--- src/rtl/conv_seq_ctrl.sv ---
// conv_seq_ctrl -- sequencer for a sliding-window convolution engine.
//
// Loads X_LEN samples into an external x memory and F_LEN taps into an
// external f memory (both with 1-cycle synchronous read), then walks the
// Y_LEN = X_LEN-F_LEN+1 output windows. For each window the MAC accumulator
// is cleared, fed F_LEN products, and the finished result is offered
// downstream with a valid/ready handshake.
//
// Build option: CONV_FILTER_KEEP_EN -- when defined, taps are loaded only
// once after reset and reused by every later frame.
//
// Ports
//   clk        clock, all state on rising edge
//   reset      asynchronous reset, active low
//   x_valid/x_ready   x sample load handshake
//   f_valid/f_ready   filter tap load handshake
//   y_valid/y_ready   finished-output handshake, y_last marks last of frame
//   addr_x, wr_en_x   x memory address / write strobe
//   addr_f, wr_en_f   f memory address / write strobe
//   clear_acc  zero the MAC accumulator
//   en_acc     accumulate the current memory read data
//
// state   | meaning
// S_LOAD  | accepting x samples and f taps until both memories are full
// S_COMPUTE | issuing F_LEN reads for output j, accumulator fed one cycle later
// S_HOLD  | output j complete, y_valid held until downstream accepts

module conv_seq_ctrl #(
  parameter int X_LEN = 12,
  parameter int F_LEN = 5,
  localparam int Y_LEN = X_LEN - F_LEN + 1,
  localparam int AX    = $clog2(X_LEN),
  localparam int AF    = $clog2(F_LEN),
  localparam int AXW   = (AX > 0) ? AX : 1,
  localparam int AFW   = (AF > 0) ? AF : 1
) (
  input  logic           clk,
  input  logic           reset,
  input  logic           x_valid,
  output logic           x_ready,
  input  logic           f_valid,
  output logic           f_ready,
  input  logic           y_ready,
  output logic           y_valid,
  output logic           y_last,
  output logic [AXW-1:0] addr_x,
  output logic           wr_en_x,
  output logic [AFW-1:0] addr_f,
  output logic           wr_en_f,
  output logic           clear_acc,
  output logic           en_acc
);

  localparam int CXW = $clog2(X_LEN + 1);
  localparam int CFW = $clog2(F_LEN + 1);
  localparam int JW  = (Y_LEN > 1) ? $clog2(Y_LEN) : 1;

  localparam logic [CXW-1:0] X_FULL = CXW'(X_LEN);
  localparam logic [CXW-1:0] X_TOP  = CXW'(X_LEN - 1);
  localparam logic [CFW-1:0] F_FULL = CFW'(F_LEN);
  localparam logic [CFW-1:0] F_TOP  = CFW'(F_LEN - 1);
  localparam logic [JW-1:0]  J_LAST = JW'(Y_LEN - 1);

`ifdef CONV_FILTER_KEEP_EN
  localparam bit KEEP_TAPS = 1'b1;
`else
  localparam bit KEEP_TAPS = 1'b0;
`endif

  typedef enum logic [1:0] {
    S_LOAD    = 2'd0,
    S_COMPUTE = 2'd1,
    S_HOLD    = 2'd2
  } state_t;

  state_t         state_q, state_d;
  logic [CXW-1:0] x_cnt_q, x_cnt_d;
  logic [CFW-1:0] f_cnt_q, f_cnt_d;
  logic [CFW-1:0] c_q, c_d;
  logic [JW-1:0]  j_q, j_d;
  logic           run_q;
  logic           en_q;
  logic           issue;
  logic [CFW-1:0] c_sat;
  logic [CXW-1:0] ax_load;
  logic [CFW-1:0] af_load;

  always_ff @(posedge clk or negedge reset) begin
    if (!reset) begin
      state_q <= S_LOAD;
      x_cnt_q <= '0;
      f_cnt_q <= '0;
      c_q     <= '0;
      j_q     <= '0;
      run_q   <= 1'b0;
      en_q    <= 1'b0;
    end else begin
      state_q <= state_d;
      x_cnt_q <= x_cnt_d;
      f_cnt_q <= f_cnt_d;
      c_q     <= c_d;
      j_q     <= j_d;
      run_q   <= 1'b1;
      en_q    <= issue;
    end
  end

  always_comb begin
    state_d   = state_q;
    x_cnt_d   = x_cnt_q;
    f_cnt_d   = f_cnt_q;
    c_d       = c_q;
    j_d       = j_q;
    x_ready   = 1'b0;
    f_ready   = 1'b0;
    wr_en_x   = 1'b0;
    wr_en_f   = 1'b0;
    clear_acc = 1'b0;
    y_valid   = 1'b0;
    issue     = 1'b0;

    // c_q parks at F_LEN for the drain cycle and HOLD; addresses keep the
    // last issued tap so they stay stable while the result is offered.
    c_sat   = (c_q == F_FULL) ? F_TOP : c_q;
    ax_load = (x_cnt_q == X_FULL) ? X_TOP : x_cnt_q;
    af_load = (f_cnt_q == F_FULL) ? F_TOP : f_cnt_q;
    addr_x  = AXW'(CXW'(j_q) + CXW'(c_sat));
    addr_f  = AFW'(c_sat);

    case (state_q)
      S_LOAD: begin
        addr_x  = AXW'(ax_load);
        addr_f  = AFW'(af_load);
        x_ready = run_q && (x_cnt_q != X_FULL);
        f_ready = run_q && (f_cnt_q != F_FULL);
        wr_en_x = x_valid && x_ready;
        wr_en_f = f_valid && f_ready;
        if (wr_en_x) x_cnt_d = x_cnt_q + CXW'(1);
        if (wr_en_f) f_cnt_d = f_cnt_q + CFW'(1);
        if ((x_cnt_q == X_FULL) && (f_cnt_q == F_FULL)) begin
          state_d = S_COMPUTE;
          c_d     = '0;
        end
      end
      S_COMPUTE: begin
        clear_acc = (c_q == '0);
        issue     = (c_q != F_FULL);
        if (issue) c_d = c_q + CFW'(1);
        else       state_d = S_HOLD;
      end
      S_HOLD: begin
        y_valid = 1'b1;
        if (y_ready) begin
          c_d = '0;
          if (j_q != J_LAST) begin
            j_d     = j_q + JW'(1);
            state_d = S_COMPUTE;
          end else begin
            j_d     = '0;
            x_cnt_d = '0;
            f_cnt_d = KEEP_TAPS ? f_cnt_q : '0;
            state_d = S_LOAD;
          end
        end
      end
      default: begin
        state_d = S_LOAD;
      end
    endcase
  end

  assign en_acc = en_q;
  assign y_last = y_valid && (j_q == J_LAST);

endmodule

--- config.mk ---
export PLATFORM = sky130hd
export DESIGN_NAME = conv_seq_ctrl
export DESIGN_NICKNAME = d
export VERILOG_FILES = /design/src/rtl/conv_seq_ctrl.sv
export SDC_FILE = /design/constraint.sdc
export NUM_CORES = 1
export LEC_CHECK = 0
export CORE_AREA = 2 2 66 68
export DETAILED_ROUTE_END_ITERATION = 10
export DIE_AREA = 0 0 68 70
export GPL_TIMING_DRIVEN = 1
export SETUP_SLACK_MARGIN = 0.02
export SYNTH_ARGS = -nofsm -noshare
export SYNTH_HDL_FRONTEND = slang
export SYNTH_SLANG_ARGS = --single-unit
--- constraint.sdc ---
create_clock -name clk -period 2.36 [get_ports clk]
set_clock_uncertainty 0.2 [all_clocks]
set_input_delay 0.354 -clock clk [delete_from_list [all_inputs] [get_ports clk]]
set_output_delay 0.354 -clock clk [all_outputs]
set_load 0.05 [all_outputs]
Yosys cells after proc, flatten, opt, wreduce, memory -nomap -nowiden
Index checks and enable logic that the tools add are counted.

cells by class
  shift-type cells = 0
  reductions and logical operators = 15
  equality and inequality tests = 17
  bitwise operators = 0
  multiplexer cells = 30
  multiply operators = 0
  magnitude comparators = 0
  divide/modulo/power cells = 0
  add/sub/neg operators = 5

operator list
  cell                   count
  $mux W3                10
  $mux W4                5
  $ne A2 B2 Y1 const B   7
  $reduce_and A4 Y1      3
  $add A3 B1 Y3 const B  3
  $eq A3 B3 Y1 const B   3
  $ne A3 B3 Y1 const B   3
  $pmux W3 S3            1
  $mux W1                8
  $pmux W4 S2            1
  $logic_and A1 B1 Y1    6
  $mux W2                3
  $pmux W2 S3            1
  $pmux W3 S2            1
  $add A3 B3 Y4          1
  $add A4 B1 Y4 const B  1
  $eq A4 B4 Y1 const B   1
  $ne A4 B4 Y1 const B   1
  $logic_not A3 Y1       1
  $reduce_and A3 Y1      1
  $reduce_bool A3 Y1     1
  $eq A2 B1 Y1 const B   1
  $eq A2 B2 Y1 const B   1
  $logic_not A2 Y1       1
  other kinds (2)        2

storage, ports and cells
  latch bits = 0
  bits in registers = 17
  input port bits = 5
  output and inout bits = 15
  memories = 0
  RAM bits = 0
  ROM bits = 0

Logic depth before layout (Yosys ltp)
Gate-level depths: netlist of run 1.

  depth after elaboration = 5
  depth in mapped cells = 9

Worst setup path before layout of run 1
Ideal clock, no wire load.

  path kind = reg-to-output
  start point = register c_q[1]
  end point = output addr_x[2]
  path slack = -0.811 ns
  data required time = 1.806 ns
  arrival time = 2.617 ns
  stages on the path, launching flop included = 9
  path buffers = 0
  path through = dfrtp_1 inv_1 ha_1 a21oi_1 ha_1 inv_1 fa_1 xor2_1 o21ai_0

between the ends
  word-level cells in the longest chain between the ends = 4

ends and longest elaborated chain
  what                    line  text
  start, declared         79    logic [CFW-1:0] c_q, c_d;
  start signal, assigned  93    c_q <= '0;
  start signal, assigned  101   c_q <= c_d;
  $eq A3 B3 Y1            124   c_sat = (c_q == F_FULL) ? F_TOP : c_q;
  $mux W3 (*)             124
  $add A3 B3 Y4 (*)       127   addr_x = AXW'(CXW'(j_q) + CXW'(c_sat));
  $mux W4 (*)             130   case (state_q)
  end, declared           46    output logic [AXW-1:0] addr_x,

Mark *: on every way between the ends. The rest lies on a longest branch, timed or not.

Worst setup path in the final report of run 1
  start point = register c_q[1]
  end point = output addr_x[1]

The elaborated chain is that of the path after synthesis.

==> impl_results.md, run 1 <==
- Outcome: finished with violations
- Violations in the final reports: negative setup slack
- Fraction of synthesis flops using an asynchronous set or reset pin: 100%
- Share of the core filled with cells in the final layout: 41.6%
- Critical Path Source Type: flop
- Final Hold Fails: 0
- Syn Inst Count: 121
- Final WS setup: -214 ps
- Die Span Y: 70 um
- Synthesized Nets: 139
- Remaining design rule violation count: 0
- Vias: 965
- TritonCTS clock tree: built
- Final estimated routing congestion in global placement: 0.807
- Number of distinct library cells after synthesis: 41
- Reg2Reg Depth: 5
- Antenna violations before repair: 0
- Maximum clock path buffer count: 2
- Die boundary width: 68 um
- Worst hold margin: ~220 ps
- Maximum cell stage delay along the critical path: 410 ps
- Number of routed nets with antenna violations: 0
- Sum of routed wire length over all layers: 2720 um
- Commonest non-fill, non-tap cells in the layout: dfrtp_1 (17), buf_4 (15), nand2_1 (14)
- Synth-to-Final Area Change: 50.3%
- Diodes inserted: 0
- Die outline area: between 4000 and 5000 um2
- Ordered cell list for the critical path: inv_2, ha_4, a21oi_4, ha_4, inv_2, fa_2, a22oi_2, buf_12
- Top achievable clock speed: 0.389 GHz
- Min cycle time layout: 2570 ps
- Post-detailed-route wirelength per cell: 13.2 um
- Final setup violation count: 3
- Clock Sinks: 17
- YS warnings: 0
- Nets@finish: 173
- Share of layout cells above drive strength 1: between 30% and 40%
- Worst min-delay path class: in2async
- Via count normalized by instance count: 4.68
- CTS Hold Bufs: 0
- Placement row count: 24
- Number of synthesized flops with an enable pin: 0
- Total GRT Usage: around an eighth
- DP Area: 1580 um2
- Clock tree root buffer cell: clkbuf_8
- Slowest cell on the critical path: fa_2
- First-pass detailed-route iteration total: 4
- Predominant post-synthesis flop cell: dfrtp_1
- Maxcap violations: 0
- First-pass GRT wire length: 4660 um
- Clock latency of the later-clocked register in the worst-skew pair: 250 ps
- Vias in the first global route: 989
- Final total negative setup slack: -592 ps
- Number of synthesized register bits: 17
- HPWL Detailed: 2010 um
- Sequential fraction of the synthesis area: 37.1%
- Detailed Route Iter0 Violations: 21
- Crit path required time: 1810 ps
- Placeable core region: 4140 um2
- Number of top-level pins: 20
- Remaining global-route overflow: 0
- Leading cell type in the layout, fill and taps excluded: dfrtp_1
- Netlist Area Pre-Place: ~1100 um2
- Total clock buffers created by CTS: 3
- Largest net degree at the start of global routing: 18
- Setup repair after global routing missed its margin: yes
- H-tree lvl count: 1
- Nature of the critical path endpoint: output port
- Highest net fanout along the worst path: 2
- Crit share post-route: 109%
- Type of the setup path with the least slack: reg2out
- Clock input transition at the sequential cells of the worst setup and hold paths: 70 ps
- Cell area after layout: 1720 um2
- Slew Limit Fails: 0
- Post-synthesis average cell area: around 9.5 um2
- Port buffer count: 19
- CP arrival: between 2000 and 2500 ps
- Initial Util: roughly 28%
## metrics by stage
step / instances / setup WS [ps]
2_1_floorplan: 121 / -119
3_3_place_gp: 196 / 8.63
3_5_place_dp: 196 / -13.1
4_1_cts: 203 / -240
5_1_grt: 206 / -291
6_report: 206 / -214
## cell usage after synthesis (all sizes together), types with 2 or more instances
cell,count,area share [%]
and2,2,1.1
nor3,2,0.87
buf,4,2.5
a31oi,2,1.1
nor2,5,1.6
ha,12,13
mux2,4,3.9
inv,11,3.6
a22o,2,1.5
and3,3,1.6
nor3b,2,1.7
nand3,5,2.6
nand2,17,5.8
a21o,2,1.3
dfrtp,17,37
o21ai,8,3.8
nand2b,2,1.1
a21oi,5,2.2
## routing by layer
| layer | global-route usage [%] | vias up | share of wire (%) |
|---|---|---|---|
| met5 | 0 | - | 0 |
| met4 | 3.33 | 0 | 1.1 |
| met3 | 2.42 | 5 | 3.6 |
| met2 | 20.1 | 13 | 49 |
| met1 | 17.4 | 464 | 46 |
| li1 | - | 483 | - |
## path summary, 6_finish.rpt
kind,slack (ps),end,from
worst min-delay path,220,j_q[1],reset
worst max register to register,430,f_cnt_q[0],j_q[0]
min in group clk,330,f_cnt_q[2],f_cnt_q[2]
worst min register to register,330,f_cnt_q[2],f_cnt_q[2]
max in group asynchronous,1540,run_q,reset
worst max-delay path,-210,addr_x[1],c_q[1]
## cell families after synthesis
group	Yosys count	share of synthesized area, %
compound gates	26	16.5
buf+inv	15	6.11
flops	17	37.1
mux	5	4.80
simple gates	43	19.5
fa+ha+maj	13	14.8
xor+xnor	1	0.764
other cells	1	0.327
## registers in the layout, summed over array words and instances (netlist names)
signal / count
j_q: 3
run_q: 1
x_cnt_q: 4
state_q: 2
en_acc: 1
c_q: 3
f_cnt_q: 3
## cell type report
type,count,area (um2)
Sequential cell,17,425
Clock buffer,4,45.0
Fill cell,394,2420
Timing Repair Buffer,33,414
Inverter,11,41.3
Tap cell,52,65.1
Multi-Input combinational cell,89,732
## critical path, delay by kind of cell (launching register included)
kind                     cells  cell delay [ps]
adder cells (fa/ha/maj)      3              730
AO/OA/AOI/OAI                2              410
flip-flops                   1              360
buffers and inverters        3              260
## timing repair
| item | in CTS | in global routing |
|---|---|---|
| setup buffers | 3 | 3 |
| pin swaps | 9 | 2 |
| resized for setup | 10 | 5 |
| setup endpoints to repair | 3 | 5 |
Power of run 1 is left out: the tool's default activity adds up to more than one toggle a clock period on the data nets, which glitch-free logic cannot reach.
==> inputs of run 2 (changes only) <==
ABC_CLOCK_PERIOD_IN_PS = 2360   (was default)
CTS_CLUSTER_SIZE = 16   (was default)
PLACE_DENSITY = 0.46   (was default)
==> run 2 against run 1 <==
Compared with the run above:
- the flow still finishes with violations (negative setup slack)
- die area did not move
- global-route usage rose by 0.51 points
- worst setup slack got worse by 20 ps
- sequential share of layout area rose by 0.59 points
- critical path depth fell by 1
- register-to-register slack got worse by 30 ps
- clock-buffer cell count fell by 1
- wire length rose by 0.59%
- maximum frequency fell by 0.77%
- final cell count fell by 2.4%
- final area fell by 2.3%
- critical path type unchanged
- largest cell class unchanged
==> impl_results.md, run 2 (synthesis gave the netlist of run 1 again) <==
- Clock tree root buffer cell: clkbuf_8
- Met3 Track Usage GR: 2.42% (unchanged)
- Clock latency of the later-clocked register in the worst-skew pair: 260 ps (about the same)
- Commonest non-fill, non-tap cells in the layout: dfrtp_1 (17), nand2_1 (14), buf_12 (12)
- Detailed Route Iter0 Violations: 30 (+43%)
- Die Span Y: 70 um (unchanged)
- Total GRT Usage: 13.2% (+0.51 points)
- Min cycle time layout: 2590 ps (+20.0 ps)
- HPWL Detailed: 2060 um (+2.8%)
- Ordered cell list for the critical path: ha_4, a21oi_4, ha_4, inv_2, fa_2, a22oi_2, buf_12
- Post-route insts no fill: 201 (-2.4%)
- Violations in the final reports: negative setup slack
- Clock Sinks: 17 (unchanged)
- Placement row count: 24 (unchanged)
- Sum of routed wire length over all layers: 2740 um (+0.59%)
- Post-detailed-route wirelength per cell: 13.6 um (+3.1%)
- Highest-utilization routing layer at the global route stage: met2
- Nets@finish: 168 (-2.9%)
- Vias in the first global route: 1047 (+5.9%)
- Slew Limit Fails: 0 (unchanged)
- Remaining max-slew budget at the tightest pin: between 60% and 70%
- Share of layout cells above drive strength 1: 34.9% (-2.8 points)
- Critical Path Source Type: flop
- Nature of the critical path endpoint: output port
- Area of the multi-input gates: 728 um2 (-0.51%)
- Final setup violation count: 3 (unchanged)
- Worst R2R Setup Slack: 400 ps (-30 ps)
- Final Hold Fails: 0 (unchanged)
- Storage element area: 425 um2 (unchanged)
- Vias: 947 (-1.9%)
- Port buffer count: 19 (unchanged)
- Tightest Pin Transition: approximately 500 ps
- H-tree lvl count: 1 (unchanged)
- Maxcap violations: 0 (unchanged)
- Largest net degree at the start of global routing: 18 (unchanged)
- Placeable core region: 4140 um2 (unchanged)
- CTS Hold Bufs: 0 (unchanged)
- Total clock buffers created by CTS: 3 (unchanged)
- Remaining global-route overflow: 0 (unchanged)
- Final estimated routing congestion in global placement: 0.725 (-10%)
- Largest register FFs: 4 (unchanged)
- Share of the core filled with cells in the final layout: 40.6% (-0.97 points)
- Crit path required time: 1810 ps (about the same)
- Maximum clock path buffer count: 2 (unchanged)
- Clock input transition at the sequential cells of the worst setup and hold paths: 70 ps (about the same)
- Met1 track demand over resource: 16.7% (-0.78 points)
- Remaining design rule violation count: 0 (unchanged)
- Number of cells after detailed placement: 194 (-1.0%)
- Top achievable clock speed: 0.386 GHz (-0.77%)
- Cell with the most instances on the worst path: ha_4
- FILL cells: 409 (+3.8%)
- Diodes inserted: 0 (unchanged)
- Antenna violations before repair: 0 (unchanged)
- CP arrival: 2040 ps (+20 ps)
- Crit share post-route: 110% (+0.85 points)
- Maximum cell stage delay along the critical path: 420 ps (about the same)
- Highest net fanout along the worst path: 3 (+1)
- Register with the highest flop count: x_cnt_q
- Synth-to-Final Area Change: 46.8%
- Type of the setup path with the least slack: reg2out
- Number of routed nets with antenna violations: 0 (unchanged)
- Final WS setup: -234 ps (-20.0 ps)
- Leading cell type in the layout, fill and taps excluded: dfrtp_1
- Slowest cell on the critical path: dfrtp_1
- First-pass GRT wire length: 4750 um (+2.1%)
- Outcome: finished with violations
- Die boundary width: 68 um (unchanged)
- Setup repair after global routing missed its margin: yes
- Crit path max-delay family: adder cells
- TritonCTS clock tree: built
- Grt met2 use: 21.9% (+1.8 points)
- Number of top-level pins: 20 (unchanged)
- Via count normalized by instance count: 4.71 (+0.58%)
- Worst min-delay path class: in2async
- Initial Util: 27.7% (unchanged)
- First-pass detailed-route iteration total: 4 (unchanged)
- Crit path buf inv count: 2 (-1)
- Die outline area: 4760 um2 (unchanged)
-- run 2: path summary, 6_finish.rpt --
| path | startpoint | end | depth (start not counted) |
|---|---|---|---|
| max | c_q[0] | addr_x[1] | 7 |
| min | reset | x_cnt_q[0] | 2 |
| max reg2reg | j_q[0] | f_cnt_q[0] | 5 |
| min reg2reg | f_cnt_q[2] | f_cnt_q[2] | 1 |
| max in group asynchronous | reset | c_q[0] | 2 |
| min in group clk | f_cnt_q[2] | f_cnt_q[2] | 1 |
-- run 2: per-stage QoR --
| stage | setup slack [ps] | hold WS (ps) | cell area [um2] | setup TNS, ps |
|---|---|---|---|---|
| floorplan | -119 | -142 | 1170 | -304 |
| global placement | -11.6 | 313 | 1560 | -13.9 |
| detailed placement | -51.2 | 327 | 1560 | -99.1 |
| CTS | -272 | 234 | 1660 | -690 |
| global route | -313 | 250 | 1680 | -880 |
| finish | -234 | 224 | 1680 | -625 |
-- run 2: area by class of cell --
type,count,area share [%]
multi-input combinational,89,43.3
timing repair buffer,28,22.4
tap,52,3.87
inverter,11,2.45
clock inverter,1,0.297
clock buffer,3,2.45
sequential,17,25.3
-- run 2: per-layer routing --
layer	vias to the layer above	share of wire (%)
li1	473	-
met1	454	45
met2	15	50
met3	5	3.1
met4	0	1.6
met5	-	0
-- run 2: repair_timing --
item,4_1_cts,5_1_grt
setup buffers,2,1
resized for setup,10,2
setup endpoints to repair,3,4
pin swaps,9,3
Power of run 2 is left out for the same reason.
==> inputs of run 3 (changes only) <==
ABC_CLOCK_PERIOD_IN_PS = default   (was 2360)
CAP_MARGIN = 20   (was default)
==> results of run 3 <==
No change in the layout: final DEF, timing and power equal those of run 2.
Power of run 3 is left out for the same reason.
